### config.mk
export PLATFORM = sky130hd
export DESIGN_NAME = ifu_fetch
export DESIGN_NICKNAME = d
export VERILOG_FILES = /design/src/rtl/ifu_fetch.sv
export SDC_FILE = /design/constraint.sdc
export NUM_CORES = 1
export LEC_CHECK = 0
export ABC_AREA = 1
export CAP_MARGIN = 20
export CORE_MARGIN = 4
export CORE_UTILIZATION = 57
export DETAILED_ROUTE_END_ITERATION = 10
export HOLD_SLACK_MARGIN = 0.15
export PLACE_DENSITY = 0.95
export SLEW_MARGIN = 0
export SYNTH_ARGS = -nofsm -noshare
export SYNTH_HDL_FRONTEND = slang
export SYNTH_SLANG_ARGS = --single-unit
### constraint.sdc
create_clock -name clk -period 4.5 [get_ports clk]
set_input_delay 0.675 -clock clk [delete_from_list [all_inputs] [get_ports clk]]
set_output_delay 0.675 -clock clk [all_outputs]
set_load 0.005 [all_outputs]
### src/rtl/ifu_fetch.sv
// Instruction fetch unit: owns the fetch PC and issues in-order word requests
// to instruction memory. Responses are buffered in a small queue, and the oldest
// word is presented to IDU0 together with its PC. Redirects discard all queued
// and in-flight work. Responses that are still outstanding across a redirect are
// counted out through discard_cnt.

// Protocol checker for the fetch unit. Simulation only; synthesis ignores it.
module ifu_fetch_chk #(
  parameter int XLEN  = 32,
  parameter int CW    = 2,
  parameter int DEPTH = 2
) (
  input  logic            clk,
  input  logic            rstn,
  input  logic            req_valid,
  input  logic            req_ready,
  input  logic [XLEN-1:0] req_addr,
  input  logic            rsp_valid,
  input  logic            pipe_flush,
  input  logic [CW-1:0]   alloc_cnt,
  input  logic [CW-1:0]   discard_cnt,
  input  logic [CW-1:0]   unfilled_cnt
);

  localparam logic [CW:0] DEPTH_W = (CW+1)'(DEPTH);

  // Every response must either be discarded or fill an outstanding entry.
  rsp_has_owner: assert property (@(posedge clk) disable iff (!rstn)
    rsp_valid |-> ((discard_cnt != {CW{1'b0}}) || (unfilled_cnt != {CW{1'b0}})));

  // Queued entries plus responses still to be discarded never exceed the queue depth.
  credit_bound: assert property (@(posedge clk) disable iff (!rstn)
    (({1'b0, alloc_cnt} + {1'b0, discard_cnt}) <= DEPTH_W));

  // A stalled request stays valid at the same address unless a redirect cancels it.
  req_held: assert property (@(posedge clk) disable iff (!rstn)
    (req_valid && !req_ready) |=>
      (pipe_flush || (req_valid && (req_addr == $past(req_addr)))));

endmodule

module ifu_fetch #(
  parameter int              XLEN      = 32,
  parameter int              INSTR_LEN = 32,
  parameter logic [XLEN-1:0] RESET_PC  = 32'h0000_0000,
  parameter int              DEPTH     = 2
) (
  input  logic                 clk,
  input  logic                 rstn,
  input  logic                 fetch_en,
  output logic                 imem_req_valid,
  input  logic                 imem_req_ready,
  output logic [XLEN-1:0]      imem_req_addr,
  input  logic                 imem_rsp_valid,
  input  logic [INSTR_LEN-1:0] imem_rsp_data,
  input  logic                 pipe_stall,
  input  logic                 pipe_flush,
  input  logic [XLEN-1:0]      flush_pc,
  output logic [INSTR_LEN-1:0] instr,
  output logic                 instr_valid,
  output logic [XLEN-1:0]      instr_tag
);

  localparam int PW = $clog2(DEPTH);
  localparam int CW = PW + 1;

  localparam logic [CW:0]     DEPTH_W    = (CW+1)'(DEPTH);
  localparam logic [PW-1:0]   PTR_ONE    = PW'(1);
  localparam logic [CW-1:0]   CNT_ONE    = CW'(1);
  localparam logic [XLEN-1:0] PC_STEP    = {{(XLEN-3){1'b0}}, 3'b100};
  localparam logic [XLEN-1:0] ALIGN_MASK = {{(XLEN-2){1'b1}}, 2'b00};

  typedef enum logic [1:0] {
    ST_BOOT  = 2'd0,
    ST_FETCH = 2'd1,
    ST_HALT  = 2'd2
  } state_t;

  state_t state;

  // Fetch PC. It is always the address of the next request to issue.
  logic [XLEN-1:0] pc;

  // Queue storage. Entries are allocated at tail_ptr, filled in order at
  // fill_ptr, and retired at head_ptr.
  logic [XLEN-1:0]      q_pc   [DEPTH];
  logic [INSTR_LEN-1:0] q_data [DEPTH];
  logic [DEPTH-1:0]     q_filled;

  logic [PW-1:0] head_ptr;
  logic [PW-1:0] tail_ptr;
  logic [PW-1:0] fill_ptr;

  logic [CW-1:0] alloc_cnt;     // entries allocated (filled or not)
  logic [CW-1:0] unfilled_cnt;  // allocated entries still awaiting their response
  logic [CW-1:0] discard_cnt;   // responses still owed to requests cancelled by a redirect

  logic [CW:0] credit_used;
  logic        req_ok;
  logic        req_fire;
  logic        rsp_drop;
  logic        rsp_fill;
  logic        head_alloc;
  logic        head_bypass;
  logic        pop;

  // A request slot stays reserved until its response has been consumed or discarded.
  assign credit_used = {1'b0, alloc_cnt} + {1'b0, discard_cnt};
  assign req_ok      = (credit_used < DEPTH_W);

  assign imem_req_valid = (state == ST_FETCH) && req_ok && !pipe_flush;
  assign imem_req_addr  = pc;
  assign req_fire       = imem_req_valid && imem_req_ready;

  // Responses pay off discards first, then fill entries in request order.
  assign rsp_drop = imem_rsp_valid && (discard_cnt != {CW{1'b0}});
  assign rsp_fill = imem_rsp_valid && (discard_cnt == {CW{1'b0}});

  // The head can be handed over in the same cycle its response arrives.
  assign head_alloc  = (alloc_cnt != {CW{1'b0}});
  assign head_bypass = rsp_fill && head_alloc && (fill_ptr == head_ptr) && !q_filled[head_ptr];
  assign instr_valid = head_alloc && (q_filled[head_ptr] || head_bypass);

  assign pop = instr_valid && !pipe_stall && !pipe_flush;

  // Drive the head word and its PC to IDU0, or zeros when nothing is presentable.
  always_comb begin
    instr     = {INSTR_LEN{1'b0}};
    instr_tag = {XLEN{1'b0}};
    if (instr_valid) begin
      instr_tag = q_pc[head_ptr];
      if (q_filled[head_ptr]) begin
        instr = q_data[head_ptr];
      end else begin
        instr = imem_rsp_data;
      end
    end else begin
      instr     = {INSTR_LEN{1'b0}};
      instr_tag = {XLEN{1'b0}};
    end
  end

  // Control FSM. Leave FETCH only when no request is stalled at the memory port.
  always_ff @(posedge clk or negedge rstn) begin
    if (!rstn) begin
      state <= ST_BOOT;
    end else begin
      case (state)
        ST_BOOT: begin
          state <= ST_FETCH;
        end
        ST_FETCH: begin
          if (!fetch_en && !(imem_req_valid && !imem_req_ready)) begin
            state <= ST_HALT;
          end else begin
            state <= ST_FETCH;
          end
        end
        ST_HALT: begin
          if (fetch_en) begin
            state <= ST_FETCH;
          end else begin
            state <= ST_HALT;
          end
        end
        default: begin
          state <= ST_BOOT;
        end
      endcase
    end
  end

  // PC, queue and counters. A redirect empties the queue. Any response still
  // owed, minus one that arrives during the redirect cycle, becomes a discard.
  always_ff @(posedge clk or negedge rstn) begin
    if (!rstn) begin
      pc           <= RESET_PC;
      head_ptr     <= {PW{1'b0}};
      tail_ptr     <= {PW{1'b0}};
      fill_ptr     <= {PW{1'b0}};
      alloc_cnt    <= {CW{1'b0}};
      unfilled_cnt <= {CW{1'b0}};
      discard_cnt  <= {CW{1'b0}};
      q_filled     <= {DEPTH{1'b0}};
      for (int i = 0; i < DEPTH; i++) begin
        q_pc[i]   <= {XLEN{1'b0}};
        q_data[i] <= {INSTR_LEN{1'b0}};
      end
    end else if (pipe_flush) begin
      pc           <= flush_pc & ALIGN_MASK;
      head_ptr     <= {PW{1'b0}};
      tail_ptr     <= {PW{1'b0}};
      fill_ptr     <= {PW{1'b0}};
      alloc_cnt    <= {CW{1'b0}};
      unfilled_cnt <= {CW{1'b0}};
      discard_cnt  <= discard_cnt + unfilled_cnt - CW'(imem_rsp_valid);
      q_filled     <= {DEPTH{1'b0}};
    end else begin
      if (req_fire) begin
        q_pc[tail_ptr]     <= pc;
        q_filled[tail_ptr] <= 1'b0;
        tail_ptr           <= tail_ptr + PTR_ONE;
        pc                 <= pc + PC_STEP;
      end
      if (rsp_fill) begin
        q_data[fill_ptr]   <= imem_rsp_data;
        q_filled[fill_ptr] <= 1'b1;
        fill_ptr           <= fill_ptr + PTR_ONE;
      end
      if (rsp_drop) begin
        discard_cnt <= discard_cnt - CNT_ONE;
      end
      if (pop) begin
        head_ptr <= head_ptr + PTR_ONE;
      end
      alloc_cnt    <= alloc_cnt + CW'(req_fire) - CW'(pop);
      unfilled_cnt <= unfilled_cnt + CW'(req_fire) - CW'(rsp_fill);
    end
  end

  ifu_fetch_chk #(
    .XLEN  (XLEN),
    .CW    (CW),
    .DEPTH (DEPTH)
  ) u_chk (
    .clk          (clk),
    .rstn         (rstn),
    .req_valid    (imem_req_valid),
    .req_ready    (imem_req_ready),
    .req_addr     (imem_req_addr),
    .rsp_valid    (imem_rsp_valid),
    .pipe_flush   (pipe_flush),
    .alloc_cnt    (alloc_cnt),
    .discard_cnt  (discard_cnt),
    .unfilled_cnt (unfilled_cnt)
  );

endmodule

==> results of run 1 <==
## report_power, final
group | total, µW | switching [µW] | internal [µW]
combinational | 1530 | 894 | 640
sequential | 2430 | 369 | 2060
clock | 1510 | 620 | 893
total | 5480 | 1880 | 3590
## layout make-up
| class | count | area share |
|---|---|---|
| Inverter | 102 | 0.0343 |
| Clock inverter | 12 | 0.0151 |
| Clock buffer | 18 | 0.0393 |
| Timing Repair Buffer | 173 | 0.155 |
| Tap cell | 211 | 0.0236 |
| Sequential cell | 167 | 0.374 |
| Multi-Input combinational cell | 846 | 0.358 |
## worst max path at each step
stage	startpoint	endpoint	slack, ps	cells past startpoint
2_1_floorplan	discard_cnt[0]	alloc_cnt[1]	2270	11
3_3_place_gp	imem_rsp_valid	instr[29]	1020	9
3_5_place_dp	imem_rsp_valid	instr[29]	980	9
4_1_cts	head_ptr	instr[21]	910	8
5_1_grt	head_ptr	instr[16]	730	8
6_report	head_ptr	instr[18]	900	8
## registers in the layout, summed over array words and instances, names as in the netlist, 2 cells and up
register / flops
state: 2
alloc_cnt: 2
imem_req_addr: 30
q_pc: 60
q_data: 64
unfilled_cnt: 2
discard_cnt: 2
q_filled: 2
## kinds of logic (layout without fill, tap and decap cells)
| family | count (synthesis) | in the layout | share of synthesized area |
|---|---|---|---|
| AND/OR/NAND/NOR | 582 | 582 | 0.266 |
| AO/OA/AOI/OAI | 238 | 238 | 0.154 |
| buffers and inverters | 168 | 305 | 0.0837 |
| flip-flops | 167 | 167 | 0.469 |
| XOR/XNOR | 13 | 13 | 0.0128 |
| adder cells (fa/ha/maj) | 9 | 9 | 0.0135 |
| other | 1 | 4 | 0.000421 |
## worst max-delay path, stage by stage, from the launching register on
cell	delay (ps)
dfrtp_2	370
buf_4	630
nand2_1	110
nand3_1	120
nand2_2	80
nand2_4	330
buf_4	310
a21oi_1	70
clkdlybuf4s50_1	450
## metrics by stage
stage	cells	hold WS [ps]
finish	1529	358
global route	1529	446
CTS	1529	399
detailed placement	1499	473
global placement	1498	460
floorplan	1181	379
## cells in the mapped netlist, types with 4 or more instances
library cell / count
a21oi_2: 36
o21bai_1: 5
nor2_4: 7
buf_6: 7
o211ai_1: 4
inv_2: 6
nand3_1: 39
xnor2_1: 5
o21ai_1: 64
o21ai_0: 89
xor2_1: 8
ha_1: 8
clkbuf_1: 19
nor2_1: 39
nor2_2: 4
buf_2: 35
inv_1: 96
nand2_1: 475
dfrtp_1: 167
a21oi_1: 30
buf_4: 5
## routing by layer
metal  vias to the layer above  global-route usage  part of all wire
met5                         -                   0                 0
met4                         0               0.104             0.022
met3                        52              0.0589             0.090
met2                       457               0.455              0.48
met1                      3965               0.372              0.41
li1                       3990                   -                 -
==> results.py, run 1 <==
metrics = {
    "status": {
        "outcome": "completed",
    },
    "clocking": {
        "clkSinkCount": 167,
        "tritoncts": "built",
        "htreeDepth": 4,
        "clk_path_buf_depth": 2,
        "ctsResizeCount": 0,
        "clk_pin_slew_ps": 60,
        "clock_latency_ps": 430,
        "ctsHoldBuffers": 0,
        "cts_setup_buffers": 0,
        "numCtsBuffers": 17,
        "root_buffer": "clkbuf_16",
    },
    "die": {
        "coreArea_mm2": 0.0153,
        "initial_core_util": 0.584,
        "die_width_um": 133,
        "die_h_um": 133,
        "die_area_mm2": 0.0177,
        "fp-row-count": 45,
        "io_pins": 169,
    },
    "setup_path": {
        "reg2reg_slack_ps": 1860,
        "required_ps": 3830,
        "r2r-start": "alloc_cnt[0]",
        "setup.worst_path.start_class": "flip-flop",
        "r2r_end": "imem_req_addr[3]",
        "cp_max_fo": 64,
        "reg2regPathDepth": 8,
        "critPathArrivalTime_ps": 2920,
        "cp-end-kind": "output pin",
        "criticalPathCategory": "flip-flop to output pin",
    },
    "sta": {
        "setup_viol": 0,
        "finalCriticalPeriod_ps": 3600,
        "rsz0062_at_grt": "false",
        "fin_ws_ps": 904,
        "fmax_ghz": 0.278,
        "fin_crit_sh": 0.799,
        "timing.final.hold_violations": 0,
        "timing.setup.tns_ps": 0,
        "worstMarginPinSlew_ps": 1050,
        "slew_viol_final": 0,
        "finClkSkew_ps": 8.77,
        "slew_headroom": 0.301,
    },
    "finish": {
        "fillers": 1070,
        "final_layout_size_suffix_gt1_frac": 0.0804,
        "regArea_mm2": 0.00418,
        "syn_to_final_growth_pct": 25.4,
        "finalInstanceArea_mm2": 0.0112,
        "multi_input_area_mm2": 0.00400,
        "layout_commonest_cell": "nand2_1",
        "final_cell_mix": "nand2_1, dfrtp_1, clkdlybuf4s50_1",
        "n_antenna_cell": 0,
        "final_util": 0.732,
        "nNetsFinal": 1387,
    },
    "power": {
        "p_leak_uw": 0.00519,
        "ir_drop_mv": 0.308,
        "power_uw": 5480,
        "power_density_mw_per_mm2": 490,
    },
    "placement": {
        "port_buffers": 162,
        "dp_hpwl_um": 15900,
        "detailed_place.area_mm2": 0.0106,
        "dp_slack_ps": 982,
        "gp_congestion": 0.896,
    },
    "synth": {
        "synth_cell_types": 39,
        "synth_top_flop_cell": "dfrtp_1",
        "synth-edff-count": 0,
        "yosysWarnings": 0,
        "synthTopCellsByArea": "dfrtp_1, nand2_1, o21ai_0, inv_1, o21ai_1",
        "seq_area_frac_synth": 0.469,
        "synth_top_cell_by_area": "dfrtp_1",
        "ys_ff_latch": 167,
        "synth.cell_area_mm2": 0.00890,
        "synth_cells": 1178,
        "synth_top_area_share": 0.469,
        "synthArstFlopShare": 1.00,
        "avgSynthCellArea_um2": 7.56,
    },
    "global_route": {
        "antenna_found_initial": 0,
        "grt_max_degree": 104,
        "grt_pass1_vias": 8401,
        "grt_pass1_wl_um": 40500,
        "overflow": 0,
        "grt_usage": 0.280,
    },
    "run": {
        "maxCapViolCount": 0,
    },
    "drt": {
        "wl_per_cell_um": 15.9,
        "post_drt_via_cell_ratio": 5.54,
        "firstDrtPassIters": 7,
        "routed_wl_um": 24300,
        "initialDrtViolationCount": 820,
        "drc_errors": 0,
        "drtAntennaViolNets": 0,
        "num_vias": 8464,
    },
    "worst_hold_path": {
        "hold_class": "input pin to asynchronous set/reset pin",
    },
}
(Power assumes the default switching activity.)
==> run 2: changes to the inputs <==
--- a/config.mk
+++ b/config.mk
@@ -8,10 +8,10 @@
 export ABC_AREA = 1
 export CAP_MARGIN = 20
 export CORE_MARGIN = 4
-export CORE_UTILIZATION = 57
+export CORE_UTILIZATION = 48
 export DETAILED_ROUTE_END_ITERATION = 10
 export HOLD_SLACK_MARGIN = 0.15
-export PLACE_DENSITY = 0.95
+export PLACE_DENSITY = 0.87
 export SLEW_MARGIN = 0
 export SYNTH_ARGS = -nofsm -noshare
 export SYNTH_HDL_FRONTEND = slang
==> constraint.sdc (replaced) <==
create_clock -name clk -period 2.9 [get_ports clk]
set_input_delay 0.435 -clock clk [delete_from_list [all_inputs] [get_ports clk]]
set_output_delay 0.435 -clock clk [all_outputs]
set_load 0.005 [all_outputs]
==> run 2 against run 1 <==
Register-to-register slack worse by 1500 ps. Combinational power up 60%. Hold slack better by 130 ps. Worst setup slack worse by 780 ps. Non-clock buffer count up 11. Flip-flop and latch count unchanged. Critical path depth up 2. Clock skew up 4.3 ps. Via count down 3.0%. Sequential share of layout area down 1.1 points. Sequential power up 54%.
==> results.py, run 2 (synthesis gave the netlist of run 1 again) <==
metrics = {
    "status": {
        "outcome": "completed",
    },
    "placement": {
        "dp_hpwl_um": 16200,
        "port_buffers": 162,
        "gp_congestion": 0.913,
        "detailed_place.area_mm2": 0.0107,
    },
    "clocking": {
        "root_buffer": "clkbuf_16",
        "htreeDepth": 4,
        "tritoncts": "built",
        "clk_pin_slew_ps": 70,
        "clkSinkCount": 167,
        "clk_path_buf_depth": 2,
        "clock_latency_ps": 440,
        "numCtsBuffers": 17,
    },
    "setup_path": {
        "cp-end-kind": "output pin",
        "cp_max_fo": 27,
        "criticalPathCategory": "flip-flop to output pin",
        "setup.worst_path.start_class": "flip-flop",
        "required_ps": 2470,
        "critPathArrivalTime_ps": 2340,
    },
    "drt": {
        "firstDrtPassIters": 5,
        "drc_errors": 0,
        "wl_per_cell_um": 15.4,
        "initialDrtViolationCount": 679,
        "drtAntennaViolNets": 0,
        "num_vias": 8214,
        "post_drt_via_cell_ratio": 5.27,
        "routed_wl_um": 24000,
    },
    "sta": {
        "timing.final.hold_violations": 0,
        "fmax_ghz": 0.360,
        "setup_viol": 0,
        "fin_crit_sh": 0.958,
        "slew_headroom": 0.318,
        "finalCriticalPeriod_ps": 2780,
        "finClkSkew_ps": 13.1,
        "worstMarginPinSlew_ps": 1020,
        "slew_viol_final": 0,
    },
    "finish": {
        "final_layout_size_suffix_gt1_frac": 0.0947,
        "finalInstanceArea_mm2": 0.0115,
        "final_util": 0.636,
        "layout_commonest_cell": "nand2_1",
        "regMostFlops": "q_data",
        "n_antenna_cell": 0,
        "final_cell_mix": "nand2_1, dfrtp_1, clkdlybuf4s50_1",
        "syn_to_final_growth_pct": 29.3,
        "nNetsFinal": 1398,
        "largest_reg_flops": 64,
        "fillers": 1507,
    },
    "worst_hold_path": {
        "hold_class": "flip-flop to flip-flop",
    },
    "global_route": {
        "antenna_found_initial": 0,
        "grt_pass1_vias": 8141,
        "grt_max_degree": 66,
        "grt_pass1_wl_um": 39700,
        "overflow": 0,
        "grt_usage": 0.238,
    },
    "power": {
        "sw_frac_of_total": 0.355,
        "power_density_mw_per_mm2": 742,
        "comb_power_share": 0.287,
        "seq_power_share": 0.439,
        "p_clk_frac": 0.274,
        "ir_drop_mv": 0.425,
        "p_leak_uw": 0.00610,
        "power_switching_uw": 3030,
        "intPower_uw": 5510,
    },
    "die": {
        "initial_core_util": 0.492,
        "die_width_um": 144,
        "coreArea_mm2": 0.0181,
        "die_h_um": 144,
        "die_area_mm2": 0.0208,
        "fp-row-count": 49,
        "io_pins": 169,
    },
    "run": {
        "maxCapViolCount": 0,
    },
}
-- run 2: cell count changes in the layout (fill, tap and decap cells not counted), sizes merged --
cell | before | now
inv | 106 | 111
clkinvlp | 2 | 1
dlygate4sd2 | 0 | 1
clkinv | 3 | 4
buf | 12 | 21
dlygate4sd3 | 0 | 1
dlymetal6s2s | 0 | 43
clkdlybuf4s50 | 161 | 117
bufinv | 3 | 1
-- run 2: critical path, stage by stage (launching register included) --
cell and delay [ps]:
dfrtp_1 410, inv_2 80, ha_2 180, nand2_2 70, inv_2 80, nand3_1 80
nand2_2 90, nand2_4 90, buf_12 180, a21oi_1 120, clkdlybuf4s50_1 510
-- run 2: layer usage --
metal	global-route usage	vias up	routed length (µm)
li1	-	4003	-
met1	0.322	3842	10300
met2	0.388	343	11400
met3	0.0499	26	2040
met4	0.0727	0	336
met5	0	-	0
-- run 2: stage by stage --
stage | setup TNS (ps) | setup slack (ps) | std cells | power, µW | hold slack (ps)
floorplan | 0 | 670 | 1181 | 5300 | 139
global placement | 0 | 114 | 1523 | 6010 | 449
detailed placement | 0 | 39.6 | 1523 | 6160 | 453
CTS | -129 | -38.4 | 1557 | 8550 | 491
global route | -1.65 | -1.65 | 1560 | 9150 | 505
finish | 0 | 123 | 1560 | 8540 | 485
-- run 2: power groups by stage --
stage / logic, µW / clock network, µW / registers, µW
floorplan: 1660 / 0 / 3640
global placement: 2280 / 0 / 3730
detailed placement: 2390 / 0 / 3770
CTS: 2430 / 2380 / 3730
global route: 2830 / 2480 / 3850
finish: 2450 / 2340 / 3750
-- run 2: layout make-up --
cell class | instances | area [µm²] | area share
timing repair buffer | 184 | 2010 | 0.174
multi-input combinational | 846 | 4030 | 0.350
clock inverter | 15 | 199 | 0.0173
tap | 229 | 287 | 0.0249
inverter | 102 | 385 | 0.0335
clock buffer | 17 | 425 | 0.0370
sequential | 167 | 4180 | 0.363
-- run 2: path summary, 6_finish.rpt --
kind                                 from                 to  slack (ps)  cells past startpoint
max                        discard_cnt[0]          instr[26]         120                     10
min                            q_data[49]         q_data[49]         480                      2
max reg2reg                discard_cnt[1]           tail_ptr         330                      7
min reg2reg                    q_data[49]         q_data[49]         480                      2
max in group asynchronous            rstn  imem_req_addr[28]        1470                      3
min in group asynchronous            rstn          q_data[4]         550                      2
-- run 2: what timing repair did --
action | CTS | global route
buffers inserted | 1 | 2
hold buffers | 1 | 0
endpoints found under the hold margin | 60 | 0
cloned | 0 | 1
resized for setup | 4 | 57
setup endpoints to repair | 57 | 63
